==> config.mk <==
export PLATFORM = sky130hd
export DESIGN_NAME = fetch_queue_unit
export DESIGN_NICKNAME = d
export VERILOG_FILES = /design/src/rtl/fetch_queue_unit.sv
export SDC_FILE = /design/constraint.sdc
export NUM_CORES = 1
export LEC_CHECK = 0
export ABC_AREA = 0
export ABC_CLOCK_PERIOD_IN_PS = 14940
export CORE_MARGIN = 2
export CORE_UTILIZATION = 59
export CTS_BUF_LIST = sky130_fd_sc_hd__clkbuf_2
export DETAILED_ROUTE_END_ITERATION = 12
export PLACE_DENSITY = 0.88
export SLEW_MARGIN = 20
export SYNTH_ARGS = -nofsm -noshare
export SYNTH_HDL_FRONTEND = slang
export SYNTH_SLANG_ARGS = --single-unit
==> constraint.sdc <==
create_clock -name clk -period 14.94 [get_ports clk]
set_clock_uncertainty 0.15 [all_clocks]
set_input_delay 2.988 -clock clk [delete_from_list [all_inputs] [get_ports clk]]
set_output_delay 2.988 -clock clk [all_outputs]
set_load 0.02 [all_outputs]
==> src/rtl/fetch_queue_unit.sv <==
// Fetch stage: owns the fetch PC, issues single-outstanding requests to instruction memory
// and buffers responses in a DEPTH-entry queue. Optional macro FETCH_BUBBLE_CNT_EN adds BubbleCnt.
module fetch_queue_unit #(
    parameter int          DEPTH    = 2,
    parameter logic [31:0] RESET_PC = 32'h0000_0000
) (
    input  logic        clk,
    input  logic        reset,
    input  logic        StallF,
    input  logic        RedirectF,
    input  logic [31:0] TargetF,
    output logic        ImemReq,
    output logic [31:0] ImemAddr,
    input  logic        ImemAck,
    input  logic [31:0] ImemRdata,
    output logic [31:0] InstrF,
    output logic [31:0] PcF,
    output logic        ValidF
`ifdef FETCH_BUBBLE_CNT_EN
    ,
    output logic [31:0] BubbleCnt
`endif
);

    localparam int PW = (DEPTH > 1) ? $clog2(DEPTH) : 1;
    localparam int CW = PW + 1;

    typedef enum logic [1:0] {
        IDLE = 2'd0,
        WAIT = 2'd1,
        DROP = 2'd2
    } state_t;

    state_t        state_r;
    logic [31:0]   fetch_pc_r;
    logic [31:0]   req_pc_r;
    logic [CW-1:0] count_r;
    logic [PW-1:0] head_r;
    logic [PW-1:0] tail_r;
    logic [31:0]   instr_q_r [DEPTH];
    logic [31:0]   pc_q_r    [DEPTH];

    logic valid_s;
    logic issue_s;
    logic push_s;
    logic pop_s;

    // Issue/push/pop decisions; issue is gated by reset so no request leaks while held in reset.
    always_comb begin
        valid_s = 1'b0;
        issue_s = 1'b0;
        push_s  = 1'b0;
        pop_s   = 1'b0;
        if (count_r != {CW{1'b0}}) begin
            valid_s = 1'b1;
        end else begin
            valid_s = 1'b0;
        end
        if (!reset && (state_r == IDLE) && (count_r < CW'(DEPTH)) && !RedirectF) begin
            issue_s = 1'b1;
        end else begin
            issue_s = 1'b0;
        end
        if ((state_r == WAIT) && ImemAck && !RedirectF) begin
            push_s = 1'b1;
        end else begin
            push_s = 1'b0;
        end
        if (valid_s && !StallF && !RedirectF) begin
            pop_s = 1'b1;
        end else begin
            pop_s = 1'b0;
        end
    end

    assign ImemReq  = issue_s;
    assign ImemAddr = fetch_pc_r;
    assign ValidF   = valid_s;
    assign InstrF   = valid_s ? instr_q_r[head_r] : 32'h0000_0000;
    assign PcF      = valid_s ? pc_q_r[head_r]    : 32'h0000_0000;

    // Request FSM, fetch PC and queue storage; a redirect flushes and overrides everything else.
    always_ff @(posedge clk or posedge reset) begin
        if (reset) begin
            state_r    <= IDLE;
            fetch_pc_r <= RESET_PC;
            req_pc_r   <= RESET_PC;
            count_r    <= {CW{1'b0}};
            head_r     <= {PW{1'b0}};
            tail_r     <= {PW{1'b0}};
            for (int i = 0; i < DEPTH; i++) begin
                instr_q_r[i] <= 32'h0000_0000;
                pc_q_r[i]    <= 32'h0000_0000;
            end
        end else if (RedirectF) begin
            count_r    <= {CW{1'b0}};
            head_r     <= {PW{1'b0}};
            tail_r     <= {PW{1'b0}};
            fetch_pc_r <= TargetF;
            case (state_r)
                IDLE:    state_r <= IDLE;
                WAIT:    state_r <= ImemAck ? IDLE : DROP;
                DROP:    state_r <= ImemAck ? IDLE : DROP;
                default: state_r <= IDLE;
            endcase
        end else begin
            case (state_r)
                IDLE: begin
                    if (issue_s) begin
                        req_pc_r <= fetch_pc_r;
                        state_r  <= WAIT;
                    end else begin
                        state_r  <= IDLE;
                    end
                end
                WAIT: begin
                    if (ImemAck) begin
                        fetch_pc_r <= req_pc_r + 32'd4;
                        state_r    <= IDLE;
                    end else begin
                        state_r    <= WAIT;
                    end
                end
                DROP: begin
                    if (ImemAck) begin
                        state_r <= IDLE;
                    end else begin
                        state_r <= DROP;
                    end
                end
                default: state_r <= IDLE;
            endcase
            if (push_s) begin
                instr_q_r[tail_r] <= ImemRdata;
                pc_q_r[tail_r]    <= req_pc_r;
                tail_r            <= tail_r + PW'(1'b1);
            end else begin
                tail_r            <= tail_r;
            end
            if (pop_s) begin
                head_r <= head_r + PW'(1'b1);
            end else begin
                head_r <= head_r;
            end
            count_r <= count_r + CW'(push_s) - CW'(pop_s);
        end
    end

`ifdef FETCH_BUBBLE_CNT_EN
    // Saturating count of cycles where downstream is ready but the queue is empty.
    always_ff @(posedge clk or posedge reset) begin
        if (reset) begin
            BubbleCnt <= 32'h0000_0000;
        end else if (!valid_s && !StallF && (BubbleCnt != 32'hFFFF_FFFF)) begin
            BubbleCnt <= BubbleCnt + 32'd1;
        end else begin
            BubbleCnt <= BubbleCnt;
        end
    end
`endif

endmodule

* Yosys cells after proc, flatten, opt, wreduce, memory -nomap -nowiden
Index checks and enable logic that the tools add are counted.
** Cells by class
- Reductions and logical operators :: 21
- Muxes and demuxes :: 30
- Bitwise operators :: 3
- Equality and inequality tests :: 2
- Add/sub/neg operators :: 5
- Magnitude comparators :: 4
** Operators by type and width (count)
- $mux W32 :: 12
- $bwmux W64 :: 2
- $add A32 B3 Y32 const B :: 1
- $demux W32 S1 :: 1
- $mux W1 :: 10
- $reduce_bool A2 Y1 :: 5
- $logic_and A1 B1 Y1 :: 8
- $mux W2 :: 4
- $pmux W2 S3 :: 1
- $ge A2 B2 Y1 const B :: 2
- $not A1 Y2 :: 2
- $reduce_and A2 Y1 :: 2
- $logic_not A1 Y1 :: 3
- $reduce_and A3 Y1 :: 1
- $add A1 B1 Y1 const B :: 2
- $add A2 B1 Y2 :: 1
- $eq A2 B1 Y1 const B :: 1
- $eq A2 B2 Y1 const B :: 1
- $logic_not A2 Y1 :: 1
- $lt A2 B1 Y1 const B :: 1
- $lt A2 B2 Y1 const B :: 1
- $reduce_or A2 Y1 :: 1
- $sub A2 B1 Y2 :: 1
- $not A1 Y1 :: 1
** Storage, ports and cells
- Output and inout bits :: 98
- Word-level logic and storage cells :: 75
- Flip-flop bits (word level) :: 198
- Bits of input ports :: 69

* Depth between registers and ports, before layout
Gate-level depths: netlist of the first run.
- Depth in word-level cells :: 8
- Mapped depth :: 12
- Depth with buffers taken out :: 11

* Worst setup path after synthesis of the first run
No wires, ideal clock.
- Path type :: input -> output
- Start point :: input RedirectF
- End point :: output ImemReq
- Arrival :: 4.076 ns
- Data required time :: 11.802 ns
- Cell stages on the path :: 2
- Slack :: 7.726 ns
- Path buffers :: 1
- Cell sequence :: nor4b_2 > clkbuf_1
** Between the ends
- Longest elaborated chain between the ends :: 3
** Ends and longest elaborated chain
- from (decl) :: RTL line 10 : input logic RedirectF,
- $logic_not A1 Y1 :: RTL line 59 : if (!reset && (state_r == IDLE) && (count_r < CW'(DEPTH)) && !RedirectF) begin
- $logic_and A1 B1 Y1 :: RTL line 59
- $mux W1 :: RTL line 59
- to (decl) :: RTL line 12 : output logic ImemReq,
No other way between the ends.

* Worst setup path in the final report of the first run
- Start point :: input reset
- End point :: output ImemReq
** Between the ends
- Longest elaborated chain between the ends :: 5
** Ends and longest elaborated chain
- from (decl) :: RTL line 8 : input logic reset,
- $logic_not A1 Y1 (no line)
- $logic_and A1 B1 Y1 (3 in a row) :: RTL line 59
- $mux W1 :: RTL line 59
No other way between the ends.

==> summary.md, run 1 <==
| Metric | Value |
|---|---|
| CTS-repair resized insts | 0 |
| Met1 Usage GRT | 0.3483 |
| First-pass GRT wire length | 32760 microns |
| DP Wirelength | 13180 microns |
| R2R cell count | 8 |
| CTS Root Cell | clkbuf_2 |
| Die span in y | 128.8 microns |
| Data required time of the critical path | 11.80 ns |
| Hold Violations, Final | 0 |
| Status | completed |
| Post-CTS Setup Repair Bufs | 0 |
| Core ar. | 15200 sq um |
| Maximum fanout along the worst path | 2 |
| Non-filler cells, final | 1107 |
| Ys flop type | dfrtp_1 |
| Vias in the first global route | 6420 |
| Fmax | 130.1 MHz |
| Largest net degree at the start of global routing | 126 |
| Syn_nets | 840 |
| TritonCTS Buffers | 17 |
| Pre-CTS WS | 7.261 ns |
| Per-cell routed wire length | 18.38 microns |
| Most common cell after layout, fill and taps aside | dfrtp_1 |
| Final Worst Setup Slack | 7.251 ns |
| Rows | 45 |
| DRT antenna net count | 0 |
| PwrDens | 117.6 nW/um^2 |
| Final Setup Violations | 0 |
| I/O Buffers | 166 |
| #FFs+latches synth | 198 |
| Clk buf depth | 2 |
| Later-pin clock latency in the skew report | 0.76 ns |
| Ports | 167 |
| GRT Residual Overflow | 0 |
| Layout cell share with drive strength beyond 1 | 0.2179 |
| Die width | 128.8 microns |
| Worst setup EP type | output pin |
| Final core occ | 0.7389 |
| Syn_area_per_cell | 12.03 sq um |
| Via density | 5.758 |
| Worst relative slew slack | 0.2494 |
| CP startpoint kind | input pin |
| Critical path class | input pin to output pin |
| Max cap viols | 0 |
| DR pass1 iterations | 5 |
| Standby leakage power | 4.820 nW |
| Total track usage | 0.2552 |
| Crit path time final | 7.689 ns |
| Hold Path Stages | 2 |
| Unrepaired setup endpoints after global routing | false |
| Count of warnings emitted by yosys | 0 |
| Hold buffers post-CTS | 0 |
| Most frequent cells in the layout | 197 x dfrtp_1, 165 x clkdlybuf4s50_1, 156 x mux2_2 |
| Sinks on Clock Net | 198 |
| TritonCTS clock tree | done |
| Die ar. | 16590 sq um |
| Starting density of the core | 0.6045 |
| Area Overhead vs Synth | 22.23% |
| Cells after DPL | 1075 |
| Maximum VDD drop | 0.0001096 V |
| Clock slew at reported path FFs | 0.23 ns |
| Part of the Yosys area used for sequential elements | 0.5391 |
| Gr busiest metal | met2 |
| Via count | 6374 |
| Final Wtd Congestion | 0.7790 |
| Final WL | 20350 microns |
| Mapped Cells | 764 |
| DRT iter0 DRCs | 366 |
| Final nets | 982 |
| Mapped Area | 9190 sq um |
| CTS H-Tree Depth | 4 |
| Ys async rst share | 1.000 |
| Yosys cell types | 38 |
| Crit path DAT | 4.55 ns |
| Setup Total Neg Slack | 0 ns |
| Slew @ Worst Pin | 1.116 ns |
| Routing usage on met2 | 0.4090 |
| Final worst-path cycle share | 0.5146 |
| DRC viols | 0 |
| Met3 GRT Util | 0.05904 |
| Post-synth EDFFs | 0 |
| Worst hold path class | flip-flop to flip-flop |
| Slew Limit Fails | 0 |
| Initial antenna violation count | 1 |
-- critical path, cell delays in order --
cell and delay, ns:
clkdlybuf4s50_1 0.55, nor4b_4 0.34, clkdlybuf4s50_1 0.67
-- synthesized netlist by cell type (8+ instances only) --
master | count | share of area
inv_1 | 8 | 0.0033
nand2_1 | 43 | 0.018
nand3_1 | 14 | 0.0076
nor2_1 | 86 | 0.035
mux2i_1 | 70 | 0.076
clkbuf_1 | 39 | 0.016
mux2_2 | 156 | 0.19
dfrtp_1 | 198 | 0.54
a21oi_1 | 21 | 0.011
xor2_1 | 12 | 0.011
o21ai_0 | 25 | 0.014
nor3b_1 | 10 | 0.0082
xnor2_1 | 13 | 0.012
nand4_1 | 9 | 0.0061
-- registers in the layout (all words and copies together) (netlist names) --
name / count
tail_r: 1
ImemAddr: 32
head_r: 1
count_r: 2
pc_q_r: 64
state_r: 2
instr_q_r: 64
req_pc_r: 32
-- layer usage --
metal	wire [microns]	share of wire
met1	8795	0.43
met2	10080	0.50
met3	1071	0.053
met4	404	0.020
met5	0	0
-- path summary, 6_finish.rpt --
kind | slack (ns) | end | from
max | 7.25 | ImemReq | reset
min | 0.38 | pc_q_r[21]$_DFFE_PP0P_ | pc_q_r[21]$_DFFE_PP0P_
max reg2reg | 10.70 | pc_q_r[63]$_DFFE_PP0P_ | state_r[1]$_DFF_PP0_
min reg2reg | 0.38 | pc_q_r[21]$_DFFE_PP0P_ | pc_q_r[21]$_DFFE_PP0P_
max in group asynchronous | 10.50 | pc_q_r[23]$_DFFE_PP0P_ | reset
min in group asynchronous | 2.70 | ImemAddr[30]$_DFFE_PP0P_ | reset
-- cell families (layout without fill, tap and decap cells) --
logic type,count (synthesis),in the layout,synth area share
DFF,198,198,0.5391
AOI/OAI and AO/OA,60,60,0.03798
xor gates and xnor gates,25,25,0.02383
other,0,1,0
muxes,226,226,0.2674
and+or+nand+nor,190,190,0.09734
adders and majority gates,7,7,0.009530
buffers and inverters,58,212,0.02478
-- final cells by class --
| type | count | area, sq um |
|---|---|---|
| tap | 188 | 235.2 |
| timing repair buffer | 172 | 1702 |
| clock buffer | 19 | 95.09 |
| antenna | 1 | 2.502 |
| fill | 1036 | 3969 |
| inverter | 9 | 41.29 |
| sequential | 198 | 4959 |
| clock inverter | 12 | 160.2 |
| multi-input combinational | 508 | 4039 |
-- power by group --
part | internal (W) | switching [W]
sequential | 0.000644 | 0.0000949
clock | 0.000107 | 0.000169
combinational | 0.000174 | 0.000133
-- stage by stage --
stage          total power [W]  hold slack (ns)  cell area, sq um
3_3_place_gp          0.001038           0.3192             10980
6_report              0.001321           0.3784             11230
4_1_cts               0.001330           0.3742             11230
2_1_floorplan        0.0009351           0.2996              9190
5_1_grt               0.001394           0.4015             11230
3_5_place_dp          0.001056           0.3282             10980
Power figures use the tool's default switching activity.
==> run 2: changes to the inputs <==
--- a/config.mk
+++ b/config.mk
@@ -6,12 +6,12 @@
 export NUM_CORES = 1
 export LEC_CHECK = 0
 export ABC_AREA = 0
-export ABC_CLOCK_PERIOD_IN_PS = 14940
+export ABC_CLOCK_PERIOD_IN_PS = 6440
 export CORE_MARGIN = 2
-export CORE_UTILIZATION = 59
+export CORE_UTILIZATION = 49
 export CTS_BUF_LIST = sky130_fd_sc_hd__clkbuf_2
 export DETAILED_ROUTE_END_ITERATION = 12
-export PLACE_DENSITY = 0.88
+export PLACE_DENSITY = 0.78
 export SLEW_MARGIN = 20
 export SYNTH_ARGS = -nofsm -noshare
 export SYNTH_HDL_FRONTEND = slang
==> constraint.sdc (replaced) <==
create_clock -name clk -period 6.44 [get_ports clk]
set_clock_uncertainty 0.15 [all_clocks]
set_input_delay 1.288 -clock clk [delete_from_list [all_inputs] [get_ports clk]]
set_output_delay 1.288 -clock clk [all_outputs]
set_load 0.02 [all_outputs]
==> summary.md, run 2 (synthesis results as in run 1) <==
| Metric | Value |
|---|---|
| Per-cell routed wire length | 18.05 microns (was 18.38 microns) |
| Gr busiest metal | met2 (unchanged) |
| Routing usage on met2 | 0.3635 (was 0.4090) |
| CTS-repair resized insts | 0 (unchanged) |
| Final Worst Setup Slack | 1.729 ns (was 7.251 ns) |
| First-pass GRT wire length | 34040 microns (was 32760 microns) |
| Top flop regs | instr_q_r (64), pc_q_r (64) (unchanged) |
| Most common cell after layout, fill and taps aside | dfrtp_1 (unchanged) |
| DR pass1 iterations | 4 (was 5) |
| DP Wirelength | 13650 microns (was 13180 microns) |
| Maximum VDD drop | 0.0001534 V (was 0.0001096 V) |
| Total track usage | 0.2185 (was 0.2552) |
| GRT Residual Overflow | 0 (unchanged) |
| Final Wtd Congestion | 0.8279 (was 0.7790) |
| Standby leakage power | 4.804 nW (was 4.820 nW) |
| Crit path DAT | 3.27 ns (was 4.55 ns) |
| Die span in y | 141.0 microns (was 128.8 microns) |
| Slew @ Worst Pin | 1.062 ns (was 1.116 ns) |
| Pre-CTS WS | 1.794 ns (was 7.261 ns) |
| Non-filler cells, final | 1157 (was 1107) |
| I/O Buffers | 166 (unchanged) |
| Final Setup Violations | 0 (unchanged) |
| Fmax | 212.3 MHz |
| CTS Root Cell | clkbuf_2 (unchanged) |
| Top Family by Delay on Critical Path | flip-flops (was buffers and inverters) |
| CP max-delay cell | dfrtp_4 (was clkdlybuf4s50_1) |
| Initial antenna violation count | 1 (unchanged) |
| Starting density of the core | 0.4946 (was 0.6045) |
| Largest net degree at the start of global routing | 199 (was 126) |
| Crit path largest cell delay | 1.08 ns (was 0.67 ns) |
| Layout cell share with drive strength beyond 1 | 0.2234 (was 0.2179) |
| Worst setup EP type | output pin (unchanged) |
| PwrDens | 263.1 nW/um^2 (was 117.6 nW/um^2) |
| Maximum fanout along the worst path | 47 (was 2) |
| Ports | 167 (unchanged) |
| Hold Violations, Final | 0 (unchanged) |
| Hold buffers post-CTS | 0 (unchanged) |
| CTS H-Tree Depth | 4 (unchanged) |
| Setup Total Neg Slack | 0 ns (unchanged) |
| TritonCTS Buffers | 17 (unchanged) |
| Final nets | 986 (was 982) |
| Met1 Usage GRT | 0.2985 (was 0.3483) |
| Hold WS | 0.3808 ns (was 0.3784 ns) |
| Rows | 50 (was 45) |
| Critical path class | flip-flop to output pin (was input pin to output pin) |
| Max cap viols | 0 (unchanged) |
| Cell Chain, Critical Path | buf_4 -> mux2i_1 -> nor2_1 -> clkdlybuf4s50_1 (was clkdlybuf4s50_1 -> nor4b_4 -> clkdlybuf4s50_1) |
| Cells after DPL | 1124 (was 1075) |
| Vias in the first global route | 6418 (was 6420) |
| Clk buf depth | 2 (unchanged) |
| Area Overhead vs Synth | 22.86% (was 22.23%) |
| Worst relative slew slack | 0.2856 (was 0.2494) |
| DRT antenna net count | 0 (unchanged) |
| DRT iter0 DRCs | 360 (was 366) |
| TritonCTS clock tree | done (unchanged) |
| Status | completed (unchanged) |
| Via count | 6392 (was 6374) |
| Die ar. | 19870 sq um (was 16590 sq um) |
| Die width | 141.0 microns (was 128.8 microns) |
| CP startpoint kind | flip-flop (was input pin) |
| Crit path time final | 4.711 ns |
| Unrepaired setup endpoints after global routing | false (unchanged) |
| Clock slew at reported path FFs | 0.25 ns (was 0.23 ns) |
| Slew Limit Fails | 0 (unchanged) |
| CP bufs+invs | 2 (unchanged) |
| Worst hold path class | flip-flop to flip-flop (unchanged) |
| DRC viols | 0 (unchanged) |
| Final worst-path cycle share | 0.7316 |
| Via density | 5.525 (was 5.758) |
| Later-pin clock latency in the skew report | 0.76 ns (about the same) |
| Most frequent cells in the layout | 197 x dfrtp_1, 165 x clkdlybuf4s50_1, 156 x mux2_2 (unchanged) |
| Final WL | 20880 microns (was 20350 microns) |
| Core ar. | 18580 sq um (was 15200 sq um) |
| Met3 GRT Util | 0.03023 (was 0.05904) |
| Sinks on Clock Net | 198 (unchanged) |
| Data required time of the critical path | 5.00 ns (was 11.80 ns) |
| Post-CTS Setup Repair Bufs | 0 (unchanged) |
run 2: routing by layer:
| layer | part of all wire | wire (microns) | up-vias |
|---|---|---|---|
| li1 | - | - | 2975 |
| met1 | 0.44 | 9205 | 3215 |
| met2 | 0.50 | 10430 | 176 |
| met3 | 0.042 | 884 | 26 |
| met4 | 0.017 | 356 | 0 |
| met5 | 0 | 0 | - |
run 2: worst min-delay path, cell delays in order, from the launching register on:
cell     delay (ns)
dfrtp_1        0.41
nand2_1        0.05
o21ai_0        0.06
run 2: final timing paths:
check	from	end	slack (ns)	cells past startpoint
hold / removal	pc_q_r[21]$_DFFE_PP0P_	pc_q_r[21]$_DFFE_PP0P_	0.38	2
min in group asynchronous	reset	pc_q_r[54]$_DFFE_PP0P_	0.96	3
hold reg to reg	pc_q_r[21]$_DFFE_PP0P_	pc_q_r[21]$_DFFE_PP0P_	0.38	2
max in group asynchronous	reset	req_pc_r[12]$_DFFE_PP0P_	4.16	4
setup / recovery	head_r$_DFFE_PP0P_	PcF[26]	1.73	4
setup reg to reg	state_r[1]$_DFF_PP0_	instr_q_r[61]$_DFFE_PP0P_	2.89	8
run 2: power by group:
| part | leakage [nW] | internal, W | switching [W] |
|---|---|---|---|
| clock network | 0.125 | 0.000137 | 0.000412 |
| registers | 2.55 | 0.00149 | 0.000222 |
| logic | 2.13 | 0.000405 | 0.000300 |
run 2: per-stage QoR:
step	utilization	cell area (sq um)	power, W
after floorplan	-	9194	0.002170
after global placement	0.5952	11060	0.002418
after detailed placement	0.5952	11060	0.002450
after CTS	0.6061	11260	0.002996
after global routing	0.6077	11290	0.003154
final	0.6077	11290	0.002971
run 2: final cells by class:
cell class	count	area, sq um
Multi-Input combinational cell	508	4034
Clock buffer	18	90.09
Timing Repair Buffer	176	1764
Fill cell	1518	7289
Clock inverter	13	111.4
Antenna cell	1	2.502
Tap cell	234	292.8
Sequential cell	198	4959
Inverter	9	37.54
==> run 3: changes to the inputs <==
--- a/config.mk
+++ b/config.mk
@@ -6,12 +6,12 @@
 export NUM_CORES = 1
 export LEC_CHECK = 0
 export ABC_AREA = 0
-export ABC_CLOCK_PERIOD_IN_PS = 6440
+export ABC_CLOCK_PERIOD_IN_PS = 4750
 export CORE_MARGIN = 2
-export CORE_UTILIZATION = 49
+export CORE_UTILIZATION = 55
 export CTS_BUF_LIST = sky130_fd_sc_hd__clkbuf_2
 export DETAILED_ROUTE_END_ITERATION = 12
-export PLACE_DENSITY = 0.78
+export PLACE_DENSITY = 0.83
 export SLEW_MARGIN = 20
 export SYNTH_ARGS = -nofsm -noshare
 export SYNTH_HDL_FRONTEND = slang
==> constraint.sdc (replaced) <==
create_clock -name clk -period 4.75 [get_ports clk]
set_clock_uncertainty 0.15 [all_clocks]
set_input_delay 0.95 -clock clk [delete_from_list [all_inputs] [get_ports clk]]
set_output_delay 0.95 -clock clk [all_outputs]
set_load 0.02 [all_outputs]
==> summary.md, run 3 (synthesis results as in run 1) <==
| Metric | Value |
|---|---|
| Status | completed (unchanged) |
| TritonCTS clock tree | done (unchanged) |
| Area Overhead vs Synth | 23.73% (was 22.86%) |
| Most frequent cells in the layout | 197 x dfrtp_1, 165 x clkdlybuf4s50_1, 156 x mux2_2 (unchanged) |
| DR pass1 iterations | 5 (was 4) |
| Die ar. | 17760 sq um (was 19870 sq um) |
| Final WL | 20440 microns (was 20880 microns) |
| Max cap viols | 0 (unchanged) |
| Die width | 133.3 microns (was 141.0 microns) |
| Post-CTS Setup Repair Bufs | 0 (unchanged) |
| Total track usage | 0.2381 (was 0.2185) |
| DRC viols | 0 (unchanged) |
| R2R cell count | 9 (was 8) |
| GRT Residual Overflow | 0 (unchanged) |
| Critical path class | flip-flop to output pin (unchanged) |
| Final nets | 989 (was 986) |
| Maximum VDD drop | 0.0002021 V (was 0.0001534 V) |
| Post-route cell area | 11370 sq um (was 11290 sq um) |
| Crit path largest cell delay | 0.90 ns (was 1.08 ns) |
| TritonCTS Buffers | 17 (unchanged) |
| CP startpoint kind | flip-flop (unchanged) |
| Later-pin clock latency in the skew report | 0.78 ns (was 0.76 ns) |
| Largest net degree at the start of global routing | 70 (was 199) |
| First-pass GRT wire length | 33220 microns (was 34040 microns) |
| Worst relative slew slack | 0.3509 (was 0.2856) |
| Via density | 5.558 (was 5.525) |
| Final Setup Violations | 0 (unchanged) |
| Most common cell after layout, fill and taps aside | dfrtp_1 (unchanged) |
| Dpl cell area | 11090 sq um (was 11060 sq um) |
| Final core occ | 0.6906 (was 0.6077) |
| Worst setup EP type | output pin (unchanged) |
| Hold WS | 0.3655 ns (was 0.3808 ns) |
| Sinks on Clock Net | 198 (unchanged) |
| Fmax | 247.3 MHz |
| DP Wirelength | 13440 microns (was 13650 microns) |
| CTS Root Cell | clkbuf_2 (unchanged) |
| Unrepaired setup endpoints after global routing | false (unchanged) |
| Top Family by Delay on Critical Path | buffers and inverters (was flip-flops) |
| Cell Chain, Critical Path | buf_12 -> mux2i_1 -> nor2_1 -> clkdlybuf4s50_1 (was buf_4 -> mux2i_1 -> nor2_1 -> clkdlybuf4s50_1) |
| Hold Path Stages | 2 (unchanged) |
| Crit path DAT | 2.94 ns (was 3.27 ns) |
| Initial antenna violation count | 1 (unchanged) |
| Hold Violations, Final | 0 (unchanged) |
| Via count | 6370 (was 6392) |
| PwrDens | 367.4 nW/um^2 (was 263.1 nW/um^2) |
| Ports | 167 (unchanged) |
| CP max-delay cell | dfrtp_4 (unchanged) |
| Slew @ Worst Pin | 0.9737 ns (was 1.062 ns) |
| I/O Buffers | 166 (unchanged) |
| Setup Total Neg Slack | 0 ns (unchanged) |
| Worst hold path class | flip-flop to flip-flop (unchanged) |
| Layout cell share with drive strength beyond 1 | 0.2281 (was 0.2234) |
| Final Worst Setup Slack | 0.7068 ns (was 1.729 ns) |
| CP Depth | 4 (unchanged) |
| DRT antenna net count | 0 (unchanged) |
| Rows | 47 (was 50) |
| Core ar. | 16470 sq um (was 18580 sq um) |
| Starting density of the core | 0.5581 (was 0.4946) |
| Slew Limit Fails | 0 (unchanged) |
| Clk buf depth | 2 (unchanged) |
| Pre-CTS WS | 1.183 ns (was 1.794 ns) |
| Per-cell routed wire length | 17.84 microns (was 18.05 microns) |
| CP bufs+invs | 2 (unchanged) |
| Final Wtd Congestion | 0.7941 (was 0.8279) |
| Clock slew at reported path FFs | 0.25 ns (about the same) |
| Hold buffers post-CTS | 0 (unchanged) |
| Final worst-path cycle share | 0.8512 |
| Top flop regs | instr_q_r (64), pc_q_r (64) (unchanged) |
| Vias in the first global route | 6458 (was 6418) |
| Die span in y | 133.3 microns (was 141.0 microns) |
| Crit path time final | 4.043 ns |
| Standby leakage power | 4.859 nW (was 4.804 nW) |
| CTS-repair resized insts | 0 (unchanged) |
| CTS H-Tree Depth | 4 (unchanged) |
| Data required time of the critical path | 3.65 ns (was 5.00 ns) |
| DRT iter0 DRCs | 402 (was 360) |
| Maximum fanout along the worst path | 34 (was 47) |
run 3: worst register-to-register path: stages (launching register included):
cell and delay, ns:
dfrtp_1 0.45, inv_1 0.09, ha_1 0.18, nand2_1 0.07, nor2_1 0.32, clkinv_1 0.11, buf_4 0.22, nor2_4 0.11
buf_4 0.52, mux2_2 0.42
run 3: power by group:
group | internal, W | switching, W | total [W]
Clock | 0.000347 | 0.000550 | 0.000897
Combinational | 0.000551 | 0.000415 | 0.000966
Sequential | 0.00203 | 0.000289 | 0.00231
Total | 0.00292 | 0.00125 | 0.00418
run 3: final timing paths:
check | from | endpoint | slack (ns)
worst max-delay path | head_r$_DFFE_PP0P_ | PcF[3] | 0.71
worst min-delay path | pc_q_r[21]$_DFFE_PP0P_ | pc_q_r[21]$_DFFE_PP0P_ | 0.37
worst max register to register | state_r[1]$_DFF_PP0_ | instr_q_r[38]$_DFFE_PP0P_ | 2.03
worst min register to register | pc_q_r[21]$_DFFE_PP0P_ | pc_q_r[21]$_DFFE_PP0P_ | 0.37
max in group asynchronous | reset | instr_q_r[35]$_DFFE_PP0P_ | 2.95
min in group asynchronous | reset | instr_q_r[42]$_DFFE_PP0P_ | 0.61
run 3: layout make-up:
| class | instances | area (sq um) |
|---|---|---|
| Multi-Input combinational cell | 508 | 4045 |
| Timing Repair Buffer | 179 | 1779 |
| Tap cell | 220 | 275.3 |
| Fill cell | 1269 | 5095 |
| Clock inverter | 12 | 177.7 |
| Inverter | 9 | 37.54 |
| Clock buffer | 19 | 95.09 |
| Sequential cell | 198 | 4959 |
| Antenna cell | 1 | 2.502 |
run 3: per-layer routing:
metal / vias to the layer above / global-route usage / wire length, microns
li1: 2976 / - / -
met1: 3184 / 0.3170 / 8793
met2: 180 / 0.3909 / 10090
met3: 30 / 0.05251 / 1070
met4: 0 / 0.07920 / 481
met5: - / 0 / 0
run 3: stage by stage:
step	total power [W]	std cells
3_5_place_dp	0.003318	1114
2_1_floorplan	0.002942	764
4_1_cts	0.004209	1145
3_3_place_gp	0.003274	1114
6_report	0.004177	1146
5_1_grt	0.004408	1146
